File: config.mk
export PLATFORM = sky130hd
export DESIGN_NAME = serial_recv
export DESIGN_NICKNAME = d
export VERILOG_FILES = /design/src/rtl/serial_pkg.sv /design/src/rtl/serial_rx_fifo.sv /design/src/rtl/serial_recv.sv
export SDC_FILE = /design/constraint.sdc
export NUM_CORES = 1
export LEC_CHECK = 0
export ABC_AREA = 1
export BUFFER_PORTS_ARGS = -buffer_cell sky130_fd_sc_hd__buf_2
export CORE_ASPECT_RATIO = 0.6
export CORE_MARGIN = 1.5
export CORE_UTILIZATION = 55
export CTS_CLUSTER_DIAMETER = 120
export DETAILED_ROUTE_END_ITERATION = 8
export GPL_ROUTABILITY_DRIVEN = 0
export PLACE_DENSITY = 0.73
export SLEW_MARGIN = 30
export SYNTH_ARGS = -nofsm -noshare
export SYNTH_HDL_FRONTEND = slang
export SYNTH_SLANG_ARGS = --single-unit
File: constraint.sdc
create_clock -name CLK -period 2.1 [get_ports CLK]
set_input_delay 0.42 -clock CLK [delete_from_list [all_inputs] [get_ports CLK]]
set_output_delay 0.42 -clock CLK [all_outputs]
set_load 0.005 [all_outputs]
File: src/rtl/serial_pkg.sv
// Shared UART definitions: receiver FSM states and frame constants.
package serial_pkg;

  typedef enum logic [1:0] {
    s_idle,
    s_start,
    s_data,
    s_stop
  } rx_state_t;

  localparam int UART_WAIT_DIV_DEFAULT = 434;
  localparam int UART_DATA_BITS        = 8;

endpackage

File: src/rtl/serial_rx_fifo.sv
// Show-ahead receive FIFO with overrun pulse; simultaneous push/pop allowed when full.
module serial_rx_fifo #(
  parameter int WIDTH = 8,
  parameter int DEPTH = 4
) (
  input  logic             CLK,
  input  logic             RST,
  input  logic             push,
  input  logic [WIDTH-1:0] push_data,
  input  logic             pop,
  output logic [WIDTH-1:0] head,
  output logic             empty,
  output logic             full,
  output logic             overrun
);

  localparam int AW = $clog2(DEPTH);

  logic [WIDTH-1:0] mem_q [DEPTH];
  logic [AW-1:0]    wr_ptr_q, rd_ptr_q;
  logic [AW:0]      count_q, count_d;
  logic             overrun_q;
  logic             do_push, do_pop;

  assign empty   = (count_q == '0);
  assign full    = (count_q == (AW+1)'(DEPTH));
  assign do_pop  = pop && !empty;
  // A pop in the same cycle frees the slot, so a full FIFO still accepts the push.
  assign do_push = push && (!full || do_pop);
  assign head    = mem_q[rd_ptr_q];
  assign overrun = overrun_q;

  always_comb begin
    count_d = count_q;
    case ({do_push, do_pop})
      2'b10:   count_d = count_q + (AW+1)'(1);
      2'b01:   count_d = count_q - (AW+1)'(1);
      default: count_d = count_q;
    endcase
  end

  always_ff @(posedge CLK or posedge RST) begin
    if (RST) begin
      for (int i = 0; i < DEPTH; i++) mem_q[i] <= '0;
    end else if (do_push) begin
      mem_q[wr_ptr_q] <= push_data;
    end
  end

  always_ff @(posedge CLK or posedge RST) begin
    if (RST) begin
      wr_ptr_q  <= '0;
      rd_ptr_q  <= '0;
      count_q   <= '0;
      overrun_q <= 1'b0;
    end else begin
      if (do_push) wr_ptr_q <= wr_ptr_q + AW'(1);
      if (do_pop)  rd_ptr_q <= rd_ptr_q + AW'(1);
      count_q   <= count_d;
      overrun_q <= push && full && !do_pop;
    end
  end

endmodule

File: src/rtl/serial_recv.sv
// 8N1 UART receiver: synchronizer, mid-bit sampling FSM, shift register and receive FIFO.
module serial_recv
  import serial_pkg::*;
#(
  parameter int WAIT_DIV   = UART_WAIT_DIV_DEFAULT,
  parameter int FIFO_DEPTH = 4
) (
  input  logic                      CLK,
  input  logic                      RST,
  input  logic                      data_in,
  input  logic                      RE,
  output logic [UART_DATA_BITS-1:0] data_out,
  output logic                      Empty,
  output logic                      Busy,
  output logic                      Frame_err,
  output logic                      Overrun
);

  localparam int CW = $clog2(WAIT_DIV);
  localparam int BW = $clog2(UART_DATA_BITS);
  localparam logic [CW-1:0] HALF_LAST = CW'(WAIT_DIV / 2 - 1);
  localparam logic [CW-1:0] BIT_LAST  = CW'(WAIT_DIV - 1);
  localparam logic [BW-1:0] LAST_BIT  = BW'(UART_DATA_BITS - 1);

  rx_state_t                 state_q, state_d;
  logic                      sync1_q, rx_s_q, rx_p_q;
  logic [CW-1:0]             wait_cnt_q, wait_cnt_d;
  logic [BW-1:0]             bit_cnt_q, bit_cnt_d;
  logic [UART_DATA_BITS-1:0] shift_q, shift_d;
  logic                      frame_err_q, frame_err_d;
  logic                      brk_q, brk_d;
  logic                      push, fall, tick_half, tick_bit;

  assign fall      = rx_p_q && !rx_s_q;
  assign tick_half = (wait_cnt_q == HALF_LAST);
  assign tick_bit  = (wait_cnt_q == BIT_LAST);

  always_ff @(posedge CLK or posedge RST) begin
    if (RST) begin
      sync1_q <= 1'b1;
      rx_s_q  <= 1'b1;
      rx_p_q  <= 1'b1;
    end else begin
      sync1_q <= data_in;
      rx_s_q  <= sync1_q;
      rx_p_q  <= rx_s_q;
    end
  end

  always_ff @(posedge CLK or posedge RST) begin
    if (RST) state_q <= s_idle;
    else     state_q <= state_d;
  end

  always_comb begin
    state_d = state_q;
    case (state_q)
      s_idle:  if (fall && !brk_q) state_d = s_start;
      s_start: if (tick_half) state_d = rx_s_q ? s_idle : s_data;
      s_data:  if (tick_bit && bit_cnt_q == LAST_BIT) state_d = s_stop;
      s_stop:  if (tick_bit) state_d = s_idle;
      default: state_d = s_idle;
    endcase
  end

  // A framing error arms brk so a held-low line cannot restart the FSM until it goes high.
  always_comb begin
    wait_cnt_d  = wait_cnt_q + CW'(1);
    bit_cnt_d   = bit_cnt_q;
    shift_d     = shift_q;
    push        = 1'b0;
    frame_err_d = 1'b0;
    brk_d       = brk_q && !rx_s_q;
    case (state_q)
      s_idle:  wait_cnt_d = '0;
      s_start: if (tick_half) begin
        wait_cnt_d = '0;
        bit_cnt_d  = '0;
      end
      s_data:  if (tick_bit) begin
        wait_cnt_d = '0;
        shift_d    = {rx_s_q, shift_q[UART_DATA_BITS-1:1]};
        bit_cnt_d  = bit_cnt_q + BW'(1);
      end
      s_stop:  if (tick_bit) begin
        wait_cnt_d = '0;
        if (rx_s_q) begin
          push = 1'b1;
        end else begin
          frame_err_d = 1'b1;
          brk_d       = 1'b1;
        end
      end
      default: wait_cnt_d = '0;
    endcase
  end

  always_ff @(posedge CLK or posedge RST) begin
    if (RST) begin
      wait_cnt_q  <= '0;
      bit_cnt_q   <= '0;
      frame_err_q <= 1'b0;
      brk_q       <= 1'b0;
    end else begin
      wait_cnt_q  <= wait_cnt_d;
      bit_cnt_q   <= bit_cnt_d;
      frame_err_q <= frame_err_d;
      brk_q       <= brk_d;
    end
  end

  always_ff @(posedge CLK) begin
    shift_q <= shift_d;
  end

  assign Busy      = (state_q != s_idle);
  assign Frame_err = frame_err_q;

  serial_rx_fifo #(
    .WIDTH (UART_DATA_BITS),
    .DEPTH (FIFO_DEPTH)
  ) u_fifo (
    .CLK       (CLK),
    .RST       (RST),
    .push      (push),
    .push_data (shift_q),
    .pop       (RE),
    .head      (data_out),
    .empty     (Empty),
    .full      (),
    .overrun   (Overrun)
  );

endmodule
==> results.ini, run 1 <==
[worst_setup_path]
ff2ff_path_depth=14
critPathLaunchType=register
cpLargestDelayFamily=buffers and inverters
path_cells=clkinvlp_4, o21ai_0, o22ai_1, buf_2
cp.arrival_ns=1.59
reg2reg_to=u_fifo.count_q[2]$_DFFE_PP0P_
path_buf_inv=2
cpPeakStageDelay_ns=0.39
end_kind=primary output
path_class=reg -> out
regToRegStartpoint=wait_cnt_q[0]$_DFF_PP0_
required_ns=1.68
critPathSlowestCell=dfrtp_1
cp_max_fo=17
rrSetupSlack_ns=0.18

[floorplanning]
num_io_pins=16
start_util=0.566
die_x_um=100
die_h_um=61.4
row_count=21
die_area_um2=6160
coreArea_um2=5520

[cts]
clk_pin_slew_ns=0.07
ctsHoldBuffers=0
clk_latency_ns=0.34
htreeDepth=3
clockRootBuffer=clkbuf_8
numCtsBuffers=9
clkSinkCount=67
cts_tree=yes
cts_max_path_buffers=2

[routing]
drtIter0Drc=156
wire_per_inst_um=13.9
route.detailed.drc=0
ant_nets=0
routed_wl_um=6040
drtPass1Iterations=4
num_vias=2285
drt-vias-per-instance=5.26

[final_layout]
multi_input_area_um2=1190
syn_to_final_growth_pct=10.4
register_area_um2=1720
diodes=0
final_layout_size_suffix_gt1_frac=0.175
fillerInstances=458
finish.net_count=374

[synth]
synth_top_cell_by_area=dfrtp_1
yosysMostFrequentCell=nand2_1
syn-instance-count=337
synth_area_um2=3130
postSynthAreaPerCell_um2=9.27
synthArstFlopShare=0.881
synth_top_area_frac=0.448
ys_ff_latch=67
ys.flop_type=dfrtp_1
yosysUniqueCellTypes=30
synth.area.top_cells=dfrtp_1 (45%), nand2_1 (8.5%), edfxtp_1 (7.7%)
synth_edf_count=8
ys_seq_area_frac=0.550
synth_common_cells=nand2_1 (71), dfrtp_1 (56), nor2_1 (39)
syn_nets=351
yosysWarnings=0

[timing]
finalClockSkew_ns=0.00874
clock.fmax_mhz=498
setup_viol_count_final=0
worst_pin_slew_ns=0.492
period_minus_slack_ns=2.01
rsz0062_at_grt=no
holdWs_ns=0.122
tns_ns=0
fin_crit_sh=0.956
slew_headroom=0.669
finalMaxSlewViolations=0
hold_violations=0

[grt]
grt_use_total=0.221
grt_pass1_wl_um=9960
grt_start_max_net_pins=60
antenna_found_initial=0
grt_pass1_vias=2041
grt_overflow_total=0

[run_status]
status=finished clean

[place]
io_buffers=15
dpl.hpwl_um=4260

[hold_path]
min_path_type=in -> async

[power_and_ir_drop]
peakVddDrop_uv=506
leakage_uw=0.00174
power_uw=3390
power_density_nw_per_um2=983

[run]
cap_viol_max_count=0

[registers in the layout, indices dropped and copies added, names as in the netlist, 2 cells and up, named ones only]
name	flops
u_fifo.mem_q	32
u_fifo.wr_ptr_q	2
wait_cnt_q	9
shift_q	8
bit_cnt_q	3
u_fifo.rd_ptr_q	2
u_fifo.count_q	3
[final cells by class]
class                           instances  area share
Clock buffer                           11      0.0410
Clock inverter                          5     0.00834
Inverter                               41      0.0471
Multi-Input combinational cell        221       0.344
Sequential cell                        67       0.499
Tap cell                               69      0.0250
Timing Repair Buffer                   20      0.0363
[worst reg2reg max path, delay by kind of cell (launching register included)]
| kind | cells | cell delay (ns) |
|---|---|---|
| flops | 1 | 0.41 |
| fa+ha+maj | 2 | 0.61 |
| buf+inv | 3 | 0.15 |
| simple gates | 9 | 0.64 |
[per-stage QoR]
stage | area (µm²) | cells | utilization | setup slack, ns
6_report | 3450 | 434 | 0.625 | 0.0931
3_3_place_gp | 3250 | 415 | 0.590 | 0.280
4_1_cts | 3420 | 431 | 0.621 | 0.0383
2_1_floorplan | 3130 | 337 | - | 0.229
5_1_grt | 3450 | 434 | 0.625 | 0.00573
3_5_place_dp | 3250 | 415 | 0.590 | 0.197
[cell usage in the layout, fill, tap and decap left out, types with 2 or more instances in the layout]
| master | count |
|---|---|
| a21oi_1 | 4 |
| buf_2 | 15 |
| buf_4 | 4 |
| clkbuf_8 | 10 |
| clkinv_2 | 2 |
| clkinvlp_4 | 3 |
| dfrtp_1 | 56 |
| dfstp_2 | 3 |
| edfxtp_1 | 8 |
| ha_1 | 9 |
| inv_1 | 35 |
| inv_2 | 4 |
| nand2_1 | 71 |
| nand2_2 | 2 |
| nand2_4 | 5 |
| nand3_1 | 9 |
| nand4_1 | 2 |
| nor2_1 | 39 |
| nor2_2 | 2 |
| nor3_1 | 4 |
| o21ai_0 | 20 |
| o21ai_1 | 25 |
| o21ai_2 | 8 |
| o22ai_1 | 9 |
| xor2_1 | 5 |
[metal layers]
layer	track usage	part of all wire	wire, µm
met2	0.300	0.41	2480
met3	0.0795	0.045	269
met5	0	0	0
met4	0.0724	0.013	78
met1	0.328	0.53	3210
[worst max-delay path by stage]
stage	from	end	slack (ns)	cells past startpoint
finish	u_fifo.rd_ptr_q[0]$_DFFE_PP0P_	data_out[4]	0.09	4
global route	u_fifo.rd_ptr_q[0]$_DFFE_PP0P_	data_out[2]	0.006	4
CTS	u_fifo.rd_ptr_q[0]$_DFFE_PP0P_	data_out[6]	0.04	4
detailed placement	wait_cnt_q[0]$_DFF_PP0_	u_fifo.count_q[2]$_DFFE_PP0P_	0.20	14
global placement	wait_cnt_q[0]$_DFF_PP0_	u_fifo.count_q[2]$_DFFE_PP0P_	0.28	14
floorplan	RST	Frame_err$_DFF_PP0_	0.23	1
[power breakdown]
group / switching [µW] / internal, µW
clock: 467 / 452
combinational: 573 / 383
sequential: 114 / 1400
total: 1150 / 2240
[logic make-up (layout without fill, tap and decap cells)]
family,count (synthesis),after routing,synth area share
xor+xnor,5,5,0.0140
fa+ha+maj,10,10,0.0424
compound gates,68,68,0.124
simple gates,138,138,0.199
flops,67,67,0.550
buf+inv,49,77,0.0701
[timing repair]
item	4_1_cts	5_1_grt
endpoints found under the setup margin	0	7
resized for setup	0	2
buffers inserted	0	3
(Power assumes the default switching activity.)
==> run 2: changes to the inputs <==
--- a/config.mk
+++ b/config.mk
@@ -16,3 +16,2 @@
 export PLACE_DENSITY = 0.73
-export SLEW_MARGIN = 30
 export SYNTH_ARGS = -nofsm -noshare
==> constraint.sdc (replaced) <==
create_clock -name CLK -period 2.1 [get_ports CLK]
set_input_delay 0.105 -clock CLK [delete_from_list [all_inputs] [get_ports CLK]]
set_output_delay 0.105 -clock CLK [all_outputs]
set_load 0.005 [all_outputs]
==> run 2 against run 1 <==
- core utilization shrank 0.068 points
- flip-flop and latch count is the same
- sequential share of layout area grew 0.054 points
- cell count shrank 0.23%
- global-route usage grew 0.83 points
- worst hold slack gained 0.047 ns
- via count is essentially flat
- largest cell class unchanged
==> results.ini, run 2 (synthesized netlist as in run 1, its figures left out) <==
[final_layout]
regMostFlops=u_fifo.mem_q
largest_reg_flops=32  ; unchanged
syn_to_final_growth_pct=10.3
largestRegisters=u_fifo.mem_q x32, wait_cnt_q x9, shift_q x8
diodes=0  ; unchanged
most-common-layout-cells=nand2_1 (71), dfrtp_1 (56), nor2_1 (39)
final_common_cell=nand2_1
fin_cells=433  ; -0.23%
finish.net_count=373  ; -0.27%
final_layout_size_suffix_gt1_frac=0.159  ; -0.0160

[cts]
cts_resized=0  ; unchanged
numCtsBuffers=9  ; unchanged
htreeDepth=3  ; unchanged
clk_latency_ns=0.34  ; about the same
clockRootBuffer=clkbuf_8
ctsHoldBuffers=2  ; +2
clkSinkCount=67  ; unchanged
cts_max_path_buffers=2  ; unchanged
post_cts_buffers=0  ; unchanged
clk_pin_slew_ns=0.07  ; about the same
cts_tree=yes

[power_and_ir_drop]
seq_power_share=0.447  ; about the same
pwr-share-clk=0.281  ; +0.010
p_sw_frac=0.336  ; -0.00414
combinationalPowerShare=0.272  ; -0.010
internal_power_uw=2240  ; +0.27%
leakage_uw=0.00175  ; +0.48%
power_density_nw_per_um2=980  ; -0.25%
p_sw_uw=1140  ; -1.6%
peakVddDrop_uv=441  ; -13%

[place]
io_buffers=15  ; unchanged
dpl.hpwl_um=4370  ; +2.7%
dp.cells=415  ; unchanged

[floorplanning]
start_util=0.566  ; unchanged
row_count=21  ; unchanged
num_io_pins=16  ; unchanged
die_h_um=61.4  ; unchanged
coreArea_um2=5520  ; unchanged
die_area_um2=6160  ; unchanged
die_x_um=100  ; unchanged

[hold_path]
holdPathEnd=u_fifo.overrun$_DFF_PP0_
hold_depth=4
min_path_type=in -> reg
hp-start=RE

[grt]
grt_start_max_net_pins=37  ; -38%
grt_pass1_wl_um=10200  ; +2.7%
grt_overflow_total=0  ; unchanged
grt-busiest-layer=met1
grt_pass1_vias=2064  ; +1.1%
met2_usage=0.309  ; +0.00875
use_met1=0.350  ; +0.0215
antenna_found_initial=0  ; unchanged
grt_use_total=0.229  ; +0.00832
met3_usage=0.0704  ; -0.00908

[routing]
routed_wl_um=6220  ; +3.0%
route.detailed.drc=0  ; unchanged
drtIter0Drc=148  ; -5.1%
wire_per_inst_um=14.4  ; +3.2%
drtPass1Iterations=5  ; +1
num_vias=2283  ; -0.088%
drt-vias-per-instance=5.27  ; +0.14%
ant_nets=0  ; unchanged

[timing]
worst_pin_slew_ns=0.527  ; +0.0344 ns
setup_viol_count_final=0  ; unchanged
rsz0062_at_grt=no
fin_crit_sh=0.911  ; -0.0443
clock.fmax_mhz=523  ; +4.9%
finalMaxSlewViolations=0  ; unchanged
period_minus_slack_ns=1.91  ; -0.0930 ns
hold_violations=0  ; unchanged
finalClockSkew_ns=0.00934  ; +0.000597 ns
tns_ns=0  ; unchanged
slew_headroom=0.649  ; -0.0208

[worst_setup_path]
ff2ff_path_depth=14  ; unchanged
required_ns=2.34  ; +0.66 ns
cp_max_fo=7  ; -10
cp.arrival_ns=2.15  ; +0.56 ns
reg2reg_to=u_fifo.count_q[2]$_DFFE_PP0P_
path_class=reg -> reg
regToRegStartpoint=wait_cnt_q[0]$_DFF_PP0_
end_kind=register
rrSetupSlack_ns=0.19  ; about the same
critPathLaunchType=register

[run_status]
status=finished clean

[run]
cap_viol_max_count=0  ; unchanged

-- run 2: cell count changes in the layout (fill, tap and decap cells not counted), sizes merged --
| cell | delta |
|---|---|
| dlygate4sd3 | +2 |
| buf | -3 |
| clkinvlp | -3 |
| clkbuf | +3 |
| inv | +1 |
| clkinv | -1 |
-- run 2: power groups by stage --
stage	combinational, µW	clock, µW	sequential [µW]
2_1_floorplan	649	0	1480
3_3_place_gp	887	0	1530
3_5_place_dp	914	0	1530
4_1_cts	921	967	1510
5_1_grt	1060	1020	1520
6_report	920	951	1510
-- run 2: final cells by class --
class / instances / area [µm²]
clock buffer: 14 / 163
clock inverter: 2 / 10.0
fill: 475 / 2070
inverter: 41 / 159
multi-input combinational: 221 / 1190
sequential: 67 / 1720
tap: 69 / 86.3
timing repair buffer: 19 / 123
-- run 2: worst max-delay path by stage --
stage | from | to | slack, ns | cells past startpoint
after global routing | wait_cnt_q[1]$_DFF_PP0_ | u_fifo.count_q[2]$_DFFE_PP0P_ | 0.008 | 15
after detailed placement | wait_cnt_q[0]$_DFF_PP0_ | u_fifo.count_q[2]$_DFFE_PP0P_ | 0.21 | 14
after CTS | wait_cnt_q[0]$_DFF_PP0_ | u_fifo.count_q[2]$_DFFE_PP0P_ | 0.20 | 14
after global placement | wait_cnt_q[0]$_DFF_PP0_ | u_fifo.count_q[2]$_DFFE_PP0P_ | 0.28 | 14
after floorplan | wait_cnt_q[0]$_DFF_PP0_ | u_fifo.count_q[2]$_DFFE_PP0P_ | 0.34 | 14
final | wait_cnt_q[0]$_DFF_PP0_ | u_fifo.count_q[2]$_DFFE_PP0P_ | 0.19 | 14
-- run 2: worst max-delay path, cell delays in order (launching register included) --
cell     delay (ns)
dfrtp_1        0.41
ha_1           0.22
nand2_1        0.06
inv_1          0.04
nand2_2        0.11
nor2_8         0.06
nand2_1        0.07
nand2_1        0.09
fa_1           0.39
inv_1          0.06
nand2_1        0.07
nand2_1        0.07
nand2_1        0.05
nand2_1        0.05
inv_1          0.03
-- run 2: routing by layer --
metal | vias up | share of wire
met5 | - | 0
met4 | 0 | 0.010
met3 | 8 | 0.071
met2 | 70 | 0.41
met1 | 1070 | 0.51
li1 | 1135 | -
-- run 2: through the flow --
step	area [µm²]	utilization	power, µW	hold slack, ns	setup slack (ns)
detailed placement	3250	0.590	2440	0.170	0.215
floorplan	3130	-	2130	0.109	0.342
global route	3450	0.625	3600	0.190	0.00811
global placement	3250	0.590	2410	0.177	0.282
finish	3450	0.625	3380	0.170	0.186
CTS	3450	0.625	3400	0.162	0.202
==> run 3: changes to the inputs <==
CORE_UTILIZATION = 60   (was 55)
GPL_TIMING_DRIVEN = 0   (was unset)
MAX_ROUTING_LAYER = met4   (was unset)
PLACE_DENSITY = 0.78   (was 0.73)
==> run 3 against run 2 <==
- global-route usage is 3.6 points higher
- critical path depth is 9 lower
- die area is 8.0% lower
- combinational power is 2.7% higher
- first-iteration DRC count is 57% higher
- clock power is 9% higher
- non-clock buffer count is 7 higher
- highest routed layer unchanged
==> results.ini, run 3 (synthesized netlist as in run 1, its figures left out) <==
[place]
io_buffers=15  ; unchanged
dpl.hpwl_um=4460  ; +2.2%
pre_cts_slack_ns=0.193  ; -0.0219 ns

[timing]
tns_ns=0  ; unchanged
finalMaxSlewViolations=0  ; unchanged
finalClockSkew_ns=0.0115  ; +0.00218 ns
hold_violations=0  ; unchanged
period_minus_slack_ns=2.03  ; +0.114 ns
slew_headroom=0.641  ; -0.00802
setup_viol_count_final=0  ; unchanged
worst_pin_slew_ns=0.538  ; +0.0118 ns
holdWs_ns=0.147  ; -0.0224 ns
clock.fmax_mhz=493  ; -5.6%
rsz0062_at_grt=no
fin_crit_sh=0.966  ; +0.0544
finalWorstSetupSlack_ns=0.0720  ; -0.114 ns

[grt]
grt_pass1_vias=2086  ; +1.1%
grt_overflow_total=0  ; unchanged
grt_pass1_wl_um=10400  ; +1.3%
antenna_found_initial=0  ; unchanged
grt_start_max_net_pins=37  ; unchanged
grt_use_total=0.265  ; +0.0358

[run_status]
status=finished clean

[cts]
htreeDepth=3  ; unchanged
cts_tree=yes
clk_latency_ns=0.35  ; about the same
cts_max_path_buffers=2  ; unchanged
numCtsBuffers=9  ; unchanged
clkSinkCount=67  ; unchanged
clockRootBuffer=clkbuf_8
clk_pin_slew_ns=0.08  ; about the same

[worst_setup_path]
ff2ff_path_depth=14  ; unchanged
required_ns=2.00  ; -0.34 ns
end_kind=primary output
cp.arrival_ns=1.92  ; -0.23 ns
cp_max_fo=10  ; +3
critPathLaunchType=register
path_class=reg -> out

[final_layout]
regMostFlops=u_fifo.mem_q
fillerInstances=390  ; -18%
final_common_cell=nand2_1
diodes=0  ; unchanged
largest_reg_flops=32  ; unchanged
most-common-layout-cells=nand2_1 (71), dfrtp_1 (56), nor2_1 (39)
finish.net_count=380  ; +1.9%
final_core_util=0.700  ; +0.0753
largestRegisters=u_fifo.mem_q x32, wait_cnt_q x9, shift_q x8
final_layout_size_suffix_gt1_frac=0.178  ; +0.0186
syn_to_final_growth_pct=12.7

[floorplanning]
row_count=20  ; -4.8%
num_io_pins=16  ; unchanged
coreArea_um2=5030  ; -8.8%
die_x_um=96.2  ; -4.1%
start_util=0.621  ; +0.0550
die_h_um=58.9  ; -4.0%
die_area_um2=5670  ; -8.0%

[routing]
wire_per_inst_um=14.4  ; +0.44%
drtIter0Drc=232  ; +57%
num_vias=2362  ; +3.5%
drt-vias-per-instance=5.41  ; +2.5%
ant_nets=0  ; unchanged
routed_wl_um=6300  ; +1.4%
route.detailed.drc=0  ; unchanged
drtPass1Iterations=5  ; unchanged

[hold_path]
min_path_type=in -> reg
hold_depth=4  ; unchanged

[power_and_ir_drop]
leakage_uw=0.00178  ; +2.1%
power_density_nw_per_um2=992  ; +1.2%
peakVddDrop_uv=446  ; +1.1%
power_uw=3490  ; +3.4%

[run]
cap_viol_max_count=0  ; unchanged

==> run 3: final cells by class <==
type,instances,area [µm²],share of cell area
Sequential cell,67,1720,0.489
Multi-Input combinational cell,221,1190,0.337
Inverter,41,159,0.0451
Clock buffer,9,124,0.0352
Timing Repair Buffer,19,123,0.0348
Tap cell,66,82.6,0.0235
Clock inverter,7,67.6,0.0192
Buffer,7,58.8,0.0167
==> run 3: final timing paths <==
kind | startpoint | slack [ns] | endpoint
setup / recovery | u_fifo.rd_ptr_q[0]$_DFFE_PP0P_ | 0.07 | data_out[6]
hold / removal | RE | 0.15 | u_fifo.overrun$_DFF_PP0_
setup reg to reg | wait_cnt_q[0]$_DFF_PP0_ | 0.16 | u_fifo.count_q[2]$_DFFE_PP0P_
hold reg to reg | sync1_q$_DFF_PP1_ | 0.36 | rx_s_q$_DFF_PP1_
max in group asynchronous | RST | 1.11 | rx_p_q$_DFF_PP1_
min in group asynchronous | RST | 0.35 | wait_cnt_q[5]$_DFF_PP0_
==> run 3: metrics by stage <==
step,cells,cell area (µm²)
after floorplan,337,3130
after global placement,418,3280
after detailed placement,419,3300
after CTS,436,3510
after global routing,437,3520
final,437,3520
==> run 3: per-layer routing <==
| layer | up-vias | routed length, µm | share of wire | GRT usage |
|---|---|---|---|---|
| met4 | 0 | 78 | 0.012 | 0.0693 |
| li1 | 1159 | - | - | - |
| met2 | 88 | 2580 | 0.41 | 0.345 |
| met5 | - | 0 | 0 | - |
| met1 | 1103 | 3130 | 0.50 | 0.392 |
| met3 | 12 | 509 | 0.081 | 0.0891 |
==> run 3: timing repair <==
item                                    in CTS  in global routing
hold buffers                                 2                  0
setup buffers                                0                  1
gates resized for setup                      2                  0
endpoints found under the setup margin       8                  1
hold endpoints to repair                    24                  0
==> run 3: worst max-delay path, stage by stage, from the launching register on <==
cell      delay (ns)
dfrtp_1         0.57
inv_1           0.23
clkbuf_2        0.26
o21ai_0         0.24
o22ai_1         0.12
buf_2           0.14
==> run 3: power by group <==
part | switching [µW] | internal (µW)
Clock | 501 | 543
Combinational | 585 | 360
Sequential | 102 | 1400
